File: src/rtl/uart_pkg.sv
// -----------------------------------------------------------------------------
// uart_pkg
// Shared UART definitions used by both the receiver and the transmitter.
//   - rx_state_t : receiver frame-recovery states
//   - OVERSAMPLE_DEFAULT / DATA_BITS_DEFAULT : default link configuration
//   - IDLE_LEVEL : level of an idle serial line (mark)
//   - maj3()     : 2-of-3 vote used by the optional majority sampler
//                  (UART_RX_MAJORITY_EN)
// -----------------------------------------------------------------------------
package uart_pkg;

   localparam int   OVERSAMPLE_DEFAULT = 16;
   localparam int   DATA_BITS_DEFAULT  = 8;
   localparam logic IDLE_LEVEL         = 1'b1;

   typedef enum logic [2:0] {
      IDLE,
      START,
      DATA,
      STOP,
      WAIT_HIGH
   } rx_state_t;

   // Two-out-of-three vote.
   function automatic logic maj3(input logic [2:0] v);
      return (v[0] & v[1]) | (v[0] & v[2]) | (v[1] & v[2]);
   endfunction

endpackage

File: src/rtl/uart_sync2.sv
// -----------------------------------------------------------------------------
// uart_sync2
// Two-flop synchronizer for a single asynchronous input. Both stages reset to
// RESET_VAL so a line that idles at that level produces no spurious edge when
// reset is released.
// Ports:
//   clk    in  system clock
//   reset  in  asynchronous active-low reset
//   d      in  asynchronous input
//   q      out synchronized copy of d (2 clk latency)
// -----------------------------------------------------------------------------
module uart_sync2 #(
   parameter logic RESET_VAL = 1'b1
) (
   input  logic clk,
   input  logic reset,
   input  logic d,
   output logic q
);

   logic meta_q;
   logic meta_d;
   logic sync_q;
   logic sync_d;

   always_comb begin
      meta_d = d;
      sync_d = meta_q;
   end

   always_ff @(posedge clk or negedge reset) begin
      if (!reset) begin
         meta_q <= RESET_VAL;
         sync_q <= RESET_VAL;
      end else begin
         meta_q <= meta_d;
         sync_q <= sync_d;
      end
   end

   assign q = sync_q;

endmodule

File: src/rtl/uart_receiver.sv
// -----------------------------------------------------------------------------
// uart_receiver
// 8N1 UART receive stage. rxd is synchronized, then a frame FSM clocked by the
// oversample tick confirms the start bit at its middle, samples each data bit
// (LSB first) and the stop bit at their middles, and hands good bytes to the
// host with a ready flag.
//
// Optional build macro: UART_RX_MAJORITY_EN
//   When defined, every bit decision is a 2-of-3 vote over the synchronized
//   line at the nominal sample tick and its two neighbours. The decision is
//   taken one tick after the nominal point; only the start-bit confirmation is
//   delayed by a tick, so all later bit periods stay OVERSAMPLE ticks long.
//
// Ports:
//   clk            in   system clock
//   reset          in   asynchronous active-low reset
//   baud_r_enable  in   oversample tick, OVERSAMPLE ticks per bit
//   rxd            in   asynchronous serial line, idles high
//   data_read      in   host consumed rx_data; clears rda/overrun/frame_err
//   rx_data        out  last good received byte
//   rda            out  received data available
//   frame_err      out  sticky, stop bit sampled low
//   overrun        out  sticky, good frame completed while rda was still set
// -----------------------------------------------------------------------------
module uart_receiver
   import uart_pkg::*;
#(
   parameter int OVERSAMPLE = OVERSAMPLE_DEFAULT,
   parameter int DATA_BITS  = DATA_BITS_DEFAULT
) (
   input  logic                 clk,
   input  logic                 reset,
   input  logic                 baud_r_enable,
   input  logic                 rxd,
   input  logic                 data_read,
   output logic [DATA_BITS-1:0] rx_data,
   output logic                 rda,
   output logic                 frame_err,
   output logic                 overrun
);

   localparam int CNT_W = $clog2(OVERSAMPLE);
   localparam int BIT_W = (DATA_BITS > 1) ? $clog2(DATA_BITS) : 1;

   // Tick count at which a data/stop bit is decided.
   localparam logic [CNT_W-1:0] CNT_BIT_LAST = CNT_W'(OVERSAMPLE - 1);
`ifdef UART_RX_MAJORITY_EN
   // Start confirmation waits one extra tick so the vote window is centred on
   // the middle of the start bit; later bits inherit that one-tick offset.
   localparam logic [CNT_W-1:0] CNT_START_LAST = CNT_W'(OVERSAMPLE / 2);
`else
   localparam logic [CNT_W-1:0] CNT_START_LAST = CNT_W'(OVERSAMPLE / 2 - 1);
`endif
   localparam logic [BIT_W-1:0] BIT_LAST = BIT_W'(DATA_BITS - 1);

   // ---------------------------------------------------------------- sync
   logic rxd_s;

   uart_sync2 #(
      .RESET_VAL (IDLE_LEVEL)
   ) u_sync (
      .clk   (clk),
      .reset (reset),
      .d     (rxd),
      .q     (rxd_s)
   );

   // ------------------------------------------------------ bit decision
   logic bit_val;

`ifdef UART_RX_MAJORITY_EN
   // Line level at the previous two ticks; the vote combines them with the
   // current tick's level.
   logic [1:0] hist_q;
   logic [1:0] hist_d;

   always_comb begin
      hist_d = hist_q;
      if (baud_r_enable) begin
         hist_d = {hist_q[0], rxd_s};
      end
   end

   assign bit_val = maj3({hist_q, rxd_s});
`else
   assign bit_val = rxd_s;
`endif

   // ------------------------------------------------------------ state
   rx_state_t            state_q;
   rx_state_t            state_d;
   logic [CNT_W-1:0]     tick_cnt_q;
   logic [CNT_W-1:0]     tick_cnt_d;
   logic [BIT_W-1:0]     bit_idx_q;
   logic [BIT_W-1:0]     bit_idx_d;
   logic [DATA_BITS-1:0] shift_reg_q;
   logic [DATA_BITS-1:0] shift_reg_d;
   logic [DATA_BITS-1:0] rx_data_q;
   logic [DATA_BITS-1:0] rx_data_d;
   logic                 rda_q;
   logic                 rda_d;
   logic                 frame_err_q;
   logic                 frame_err_d;
   logic                 overrun_q;
   logic                 overrun_d;

   always_comb begin
      state_d     = state_q;
      tick_cnt_d  = tick_cnt_q;
      bit_idx_d   = bit_idx_q;
      shift_reg_d = shift_reg_q;
      rx_data_d   = rx_data_q;
      rda_d       = rda_q;
      frame_err_d = frame_err_q;
      overrun_d   = overrun_q;

      // Host acknowledge is honoured every clk, independent of the tick.
      // A frame completing in the same clk overrides the clear below.
      if (data_read) begin
         rda_d       = 1'b0;
         frame_err_d = 1'b0;
         overrun_d   = 1'b0;
      end

      if (baud_r_enable) begin
         case (state_q)
            IDLE: begin
               if (rxd_s == 1'b0) begin
                  state_d    = START;
                  tick_cnt_d = '0;
               end
            end

            START: begin
               if (tick_cnt_q == CNT_START_LAST) begin
                  tick_cnt_d = '0;
                  if (bit_val == 1'b0) begin
                     state_d   = DATA;
                     bit_idx_d = '0;
                  end else begin
                     // Line went back high: a glitch, not a start bit.
                     state_d = IDLE;
                  end
               end else begin
                  tick_cnt_d = tick_cnt_q + CNT_W'(1);
               end
            end

            DATA: begin
               if (tick_cnt_q == CNT_BIT_LAST) begin
                  tick_cnt_d = '0;
                  // Shift right, new bit at the MSB: the first (LSB) bit
                  // received lands in bit 0 after DATA_BITS shifts.
                  shift_reg_d                = shift_reg_q >> 1;
                  shift_reg_d[DATA_BITS-1]   = bit_val;
                  if (bit_idx_q == BIT_LAST) begin
                     state_d = STOP;
                  end else begin
                     bit_idx_d = bit_idx_q + BIT_W'(1);
                  end
               end else begin
                  tick_cnt_d = tick_cnt_q + CNT_W'(1);
               end
            end

            STOP: begin
               if (tick_cnt_q == CNT_BIT_LAST) begin
                  tick_cnt_d = '0;
                  if (bit_val == 1'b1) begin
                     rx_data_d = shift_reg_q;
                     rda_d     = 1'b1;
                     if (rda_q && !data_read) begin
                        overrun_d = 1'b1;
                     end
                     state_d = IDLE;
                  end else begin
                     frame_err_d = 1'b1;
                     state_d     = WAIT_HIGH;
                  end
               end else begin
                  tick_cnt_d = tick_cnt_q + CNT_W'(1);
               end
            end

            WAIT_HIGH: begin
               // Hold off until the line returns to mark so a break is not
               // re-read as a train of start bits.
               if (rxd_s == 1'b1) begin
                  state_d = IDLE;
               end
            end

            default: begin
               state_d = IDLE;
            end
         endcase
      end
   end

   always_ff @(posedge clk or negedge reset) begin
      if (!reset) begin
         state_q     <= IDLE;
         tick_cnt_q  <= '0;
         bit_idx_q   <= '0;
         shift_reg_q <= '0;
         rx_data_q   <= '0;
         rda_q       <= 1'b0;
         frame_err_q <= 1'b0;
         overrun_q   <= 1'b0;
`ifdef UART_RX_MAJORITY_EN
         hist_q      <= {2{IDLE_LEVEL}};
`endif
      end else begin
         state_q     <= state_d;
         tick_cnt_q  <= tick_cnt_d;
         bit_idx_q   <= bit_idx_d;
         shift_reg_q <= shift_reg_d;
         rx_data_q   <= rx_data_d;
         rda_q       <= rda_d;
         frame_err_q <= frame_err_d;
         overrun_q   <= overrun_d;
`ifdef UART_RX_MAJORITY_EN
         hist_q      <= hist_d;
`endif
      end
   end

   assign rx_data   = rx_data_q;
   assign rda       = rda_q;
   assign frame_err = frame_err_q;
   assign overrun   = overrun_q;

endmodule
File: config.mk
export PLATFORM = sky130hd
export DESIGN_NAME = uart_receiver
export DESIGN_NICKNAME = d
export VERILOG_FILES = /design/src/rtl/uart_pkg.sv /design/src/rtl/uart_sync2.sv /design/src/rtl/uart_receiver.sv
export SDC_FILE = /design/constraint.sdc
export NUM_CORES = 1
export LEC_CHECK = 0
export ABC_CLOCK_PERIOD_IN_PS = 2900
export CAP_MARGIN = 15
export CORE_MARGIN = 8
export CORE_UTILIZATION = 40
export DETAILED_ROUTE_END_ITERATION = 10
export PLACE_DENSITY_LB_ADDON = 0.05
export SLEW_MARGIN = 20
export SYNTH_ARGS = -nofsm -noshare
export SYNTH_HDL_FRONTEND = slang
export SYNTH_SLANG_ARGS = --single-unit
File: constraint.sdc
create_clock -name clk -period 2.9 [get_ports clk]
set_clock_uncertainty 0.1 [all_clocks]
set_input_delay 0.58 -clock clk [delete_from_list [all_inputs] [get_ports clk]]
set_output_delay 0.58 -clock clk [all_outputs]
set_load 0.05 [all_outputs]
==> impl_metrics.py <==
metrics = {
    "setup_path": {
        "critical_path.endpoint_type": "output pin",
        "reg2reg_depth": 4,
        "path_depth": 1,
        "cp.required_ns": 2.22,
        "cp-start-kind": "register",
        "cp_max_fo": 3,
        "critPathKind": "register to output pin",
        "path_cells": "clkdlybuf4s50_1",
        "slowest_delay_ns": 0.82,
        "cp_num_buf_inv": 1,
        "cp_slowest_cell": "clkdlybuf4s50_1",
        "arrival_ns": 1.55,
        "path_delay_family": "buffers and inverters",
    },
    "global_route": {
        "grt-ovfl-total": 0,
        "grt_pass1_wl_um": 4430,
        "antenna_found_initial": 0,
        "grt_max_degree": 32,
        "first_global_vias": 929,
        "grt.total_usage": 0.106,
    },
    "sta": {
        "slew-limit-headroom": 0.664,
        "fin_tns_setup_ns": 0,
        "slew_viol_final": 0,
        "timing.fmax_mhz": 449,
        "setup_ws_ns": 0.674,
        "finalSetupViolations": 0,
        "rsz0062_at_grt": "no",
        "finalHoldViolCount": 0,
        "tightest_slew_ns": 0.503,
        "post-route-period-util": 0.768,
        "min_period_ns": 2.23,
    },
    "cts": {
        "clockBufferDepth": 2,
        "cts_resized": 0,
        "cts_tree": "done",
        "ctsHoldBuffers": 0,
        "clkTransAtPathRegs_ns": 0.10,
        "clk_latency_ns": 0.33,
        "cts_setup_buffers": 0,
        "cts-root-buf": "clkbuf_4",
        "cts_buffers": 5,
        "htree_levels": 2,
        "cts_sinks": 31,
    },
    "logic_synthesis": {
        "synthDistinctLibCells": 35,
        "async_flop_share": 1.00,
        "ys_ff_latch": 31,
        "ys_warn_count": 0,
        "synth_ff_type": "dfrtp_1",
        "syn_area_mm2": 0.00141,
        "synth_nets": 121,
        "synth.avg_cell_area_um2": 12.5,
        "yosysSeqAreaShare": 0.551,
        "syn_inst": 113,
        "synth-edff-count": 0,
    },
    "layout": {
        "final_cell_mix": "dfrtp_1 (29), mux2_2 (17), clkdlybuf4s50_1 (15)",
        "post-route-util": 0.491,
        "fillers": 317,
        "fin_area_mm2": 0.00165,
        "nets": 140,
        "mostFrequentLayoutCell": "dfrtp_1",
        "layout-drive-gt1-share": 0.233,
        "area_delta_synth_final_pct": 17.0,
        "n_antenna_cell": 0,
    },
    "power": {
        "finalPower_mw": 1.04,
        "cellPowerDensity_mw_per_mm2": 631,
        "p_leak_nw": 0.765,
        "ir_drop_mv": 0.252,
    },
    "die": {
        "die_h_um": 75.4,
        "core_area_mm2": 0.00336,
        "die_w_um": 75.4,
        "io_pins": 16,
        "die_area_mm2": 0.00569,
        "start_util": 0.420,
        "rows": 21,
    },
    "flow_run": {
        "maxCapViolCount": 0,
    },
    "routing": {
        "via_per_inst": 5.21,
        "totalWireLength_um": 2540,
        "drtPass1Iterations": 4,
        "first_iter_violations": 45,
        "remaining_drc_errors": 0,
        "routedWlPerCell_um": 14.2,
        "ant_nets": 0,
        "via_count": 932,
    },
    "placement": {
        "dp_hpwl_um": 1830,
        "numPortBuffers": 15,
        "gp_congestion": 0.798,
        "dpl_cell_area_mm2": 0.00160,
        "preCtsSetupSlack_ns": 0.514,
    },
    "hold_path": {
        "hold_path_depth": 0,
        "hold_path_class": "register to register",
    },
    "outcome": {
        "outcome": "finished, final reports clean",
    },
}
## routing by layer
metal / vias to the layer above / GRT usage / part of all wire
li1: 440 / - / -
met1: 463 / 0.135 / 0.45
met2: 22 / 0.150 / 0.47
met3: 7 / 0.0382 / 0.055
met4: 0 / 0.0682 / 0.023
met5: - / 0 / 0
## sequential cells by signal, indices dropped and copies added (netlist names)
register	count
u_sync.q	1
shift_reg_q	8
u_sync.meta_q	1
state_q	3
frame_err	1
rda	1
tick_cnt_q	4
bit_idx_q	3
overrun	1
rx_data	8
## final timing paths
check,startpoint,to,slack [ns]
setup reg to reg,state_q[1]$_DFFE_PN0P_,shift_reg_q[7]$_DFFE_PN0P_,0.90
setup / recovery,rda$_DFF_PN0_,rda,0.67
hold / removal,u_sync.meta_q$_DFF_PN1_,u_sync.q$_DFF_PN1_,0.28
min in group asynchronous,reset,tick_cnt_q[0]$_DFFE_PN0P_,0.52
max in group asynchronous,reset,u_sync.q$_DFF_PN1_,1.84
hold reg to reg,u_sync.meta_q$_DFF_PN1_,u_sync.q$_DFF_PN1_,0.28
## power breakdown
part	switching, mW	internal (mW)	leakage (nW)	total (mW)
combinational	0.125	0.122	0.334	0.247
sequential	0.0738	0.488	0.402	0.561
clock	0.140	0.0943	0.0293	0.234
total	0.339	0.704	0.765	1.04
## cells in the mapped netlist, types with 2 or more instances
| cell type | n | area (um2) |
|---|---|---|
| o22ai_1 | 3 | 18.8 |
| mux2i_1 | 2 | 20.0 |
| nor2b_1 | 2 | 12.5 |
| dfstp_2 | 2 | 52.6 |
| a21oi_1 | 4 | 20.0 |
| buf_2 | 2 | 10.0 |
| nand2_1 | 6 | 22.5 |
| nor3_1 | 2 | 10.0 |
| nand2b_1 | 2 | 12.5 |
| mux2_2 | 17 | 191 |
| buf_4 | 3 | 22.5 |
| nor2_1 | 5 | 18.8 |
| and2_1 | 2 | 12.5 |
| ha_1 | 3 | 37.5 |
| dfrtp_1 | 29 | 726 |
| nand3_1 | 3 | 15.0 |
| inv_1 | 7 | 26.3 |
| and4_1 | 2 | 17.5 |
## kinds of logic (layout without fill, tap and decap cells)
family / count (synthesis) / count (layout) / share of synthesized area
simple gates: 28 / 28 / 0.119
buf+inv: 12 / 32 / 0.0417
mux: 20 / 20 / 0.160
xor+xnor: 1 / 1 / 0.00621
flops: 31 / 31 / 0.551
compound gates: 18 / 18 / 0.0949
fa+ha+maj: 3 / 3 / 0.0266
## final cells by class
cell class / count / area [um2] / area share
flip-flops and latches: 31 / 778 / 0.471
multi-input cells: 70 / 574 / 0.348
repair buffers: 17 / 165 / 0.100
well taps: 46 / 57.6 / 0.0348
clock buffers: 7 / 45.0 / 0.0273
inverters: 7 / 26.3 / 0.0159
clock inverters: 1 / 5.00 / 0.00303
## through the flow
step | std cells | hold WS [ns]
global placement | 171 | 0.246
floorplan | 113 | 0.184
CTS | 179 | 0.278
finish | 179 | 0.277
detailed placement | 171 | 0.253
global route | 179 | 0.287
Power figures use the tool's default switching activity.
==> edit: new RTL, same flow settings <==
Set the package constant `DATA_BITS_DEFAULT` to 16 (it was 8).
--- a/src/rtl/uart_pkg.sv
+++ b/src/rtl/uart_pkg.sv
@@ -10,7 +10,7 @@
 package uart_pkg;
 
    localparam int   OVERSAMPLE_DEFAULT = 16;
-   localparam int   DATA_BITS_DEFAULT  = 8;
+   localparam int   DATA_BITS_DEFAULT  = 16;
    localparam logic IDLE_LEVEL         = 1'b1;
 
    typedef enum logic [2:0] {
Ports: changed (resized rx_data); port bits go from 16 to 24. The function was not compared with the original's and may differ.
==> edit against the original RTL <==
Non-clock buffer count increased by 7. Sequential cell count increased by 17. Sequential power increased by 50%. Area after synthesis increased by 50%. Die area increased by 38%. Worst setup slack improved by 75 ps. Final area increased by 48%. Count of clock-buffer cells in the layout increased by 1. Synthesized cell count increased by 35%. Wire length increased by 46%. Total power increased by 53%. Critical endpoint is now rx_data[11]$_DFFE_PN0P_.
==> edit: results (changes against the original RTL) <==
metric,value,unit,change
Yosys reg bits,48,,+55%
Placer Congestion,0.765,,-4.0%
R2R cell count,3,,-1
Non-Filler Instances,246,,+37%
Hold Path Class,in -> async,,
met3 Resource Use GR,0.0371,,-0.00102
P_leak,1.15,nW,+50%
Worst setup endpoint,rx_data[11]$_DFFE_PN0P_,,
highest cell delay on the worst timing path,620,ps,-200 ps
vias in the first global route,1388,,+49%
Clock buf/inv share,0.0368,,+0.00651
DP Wirelength,2.62,mm,+44%
highest metal used,met4,,
synth top area cells,"dfrtp_1, mux2_2, dfstp_2",,
nonclk inv count,6,,-1
Worst-path clk slew,80,ps,-20 ps
syn avg cell area,13.9,um2,+11%
Worst Path Max Fanout,18,,+15
Synthesized Nets,159,,+31%
Fill cells,477,,+50%
grt met2 use,0.182,,+0.0324
"CP delay by family, top",simple AND/OR/NAND/NOR gates,,
Seq/total area,0.492,,+0.0206
Worst R2R End,shift_reg_q[14]$_DFFE_PN0P_,,
multi-input gates,90,,+29%
total track usage,0.109,,+0.00246
CP Data Arrival Time,2230,ps,+680 ps
multi-input combinational area share,0.331,,-0.0164
clk_lat worst skew,290,ps,-40 ps
DR vias/cell,4.99,,-4.1%
drt initial violations,36,,-20%
outcome,finished clean,,
critical path launch point,baud_r_enable,,
CTS resizes,0,,unchanged
IR Drop Worst-Case VDD,0.237,mV,-5.8%
Flop pwr share,0.528,,-0.010
clock power share,0.250,,+0.025
Signal buffers,24,,+7
sequential-to-total area share from yosys stat,0.569,,+0.0175
Crit Reg-Reg Startpoint,state_q[2]$_DFFE_PN0P_,,
met3 wire length,132,um,-6.4%
grt met1 use,0.127,,-0.00799
largest net degree at the start of global routing,29,,-9.4%
Final #Nets,182,,+30%
placed cells,238,,+39%
Slew Limit Headroom,0.582,,-0.0822
NonClk Buf Share,0.0951,,-0.00491
DR WL met2,1.85,mm,+56%
Commonest cells post-synth,"dfrtp_1, mux2_2, inv_1",,
CTS Root Cell,clkbuf_8,,
-- edit: logic make-up (layout without fill, tap and decap cells) --
family	after synthesis	in the layout	share of synthesized area
multiplexers	34	34	0.180
AO/OA/AOI/OAI	23	23	0.0828
AND/OR/NAND/NOR	30	30	0.104
buffers and inverters	14	38	0.0479
flip-flops	48	48	0.569
adder cells (fa/ha/maj)	2	2	0.0118
XOR/XNOR	1	1	0.00414
-- edit: through the flow --
step / utilization / setup WS [ps] / power (W) / instance area (um2)
after floorplan: - / 1100 / 0.00116 / 2120
after global placement: 0.462 / 472 / 0.00119 / 2360
after detailed placement: 0.462 / 405 / 0.00122 / 2360
after CTS: 0.479 / 724 / 0.00162 / 2450
after global routing: 0.479 / 634 / 0.00169 / 2450
final: 0.479 / 749 / 0.00159 / 2450
-- edit: worst reg2reg max path: cells and delay by family (launching register included) --
family        cells  cell delay [ps]
flops             1              470
mux               1              380
simple gates      2              920
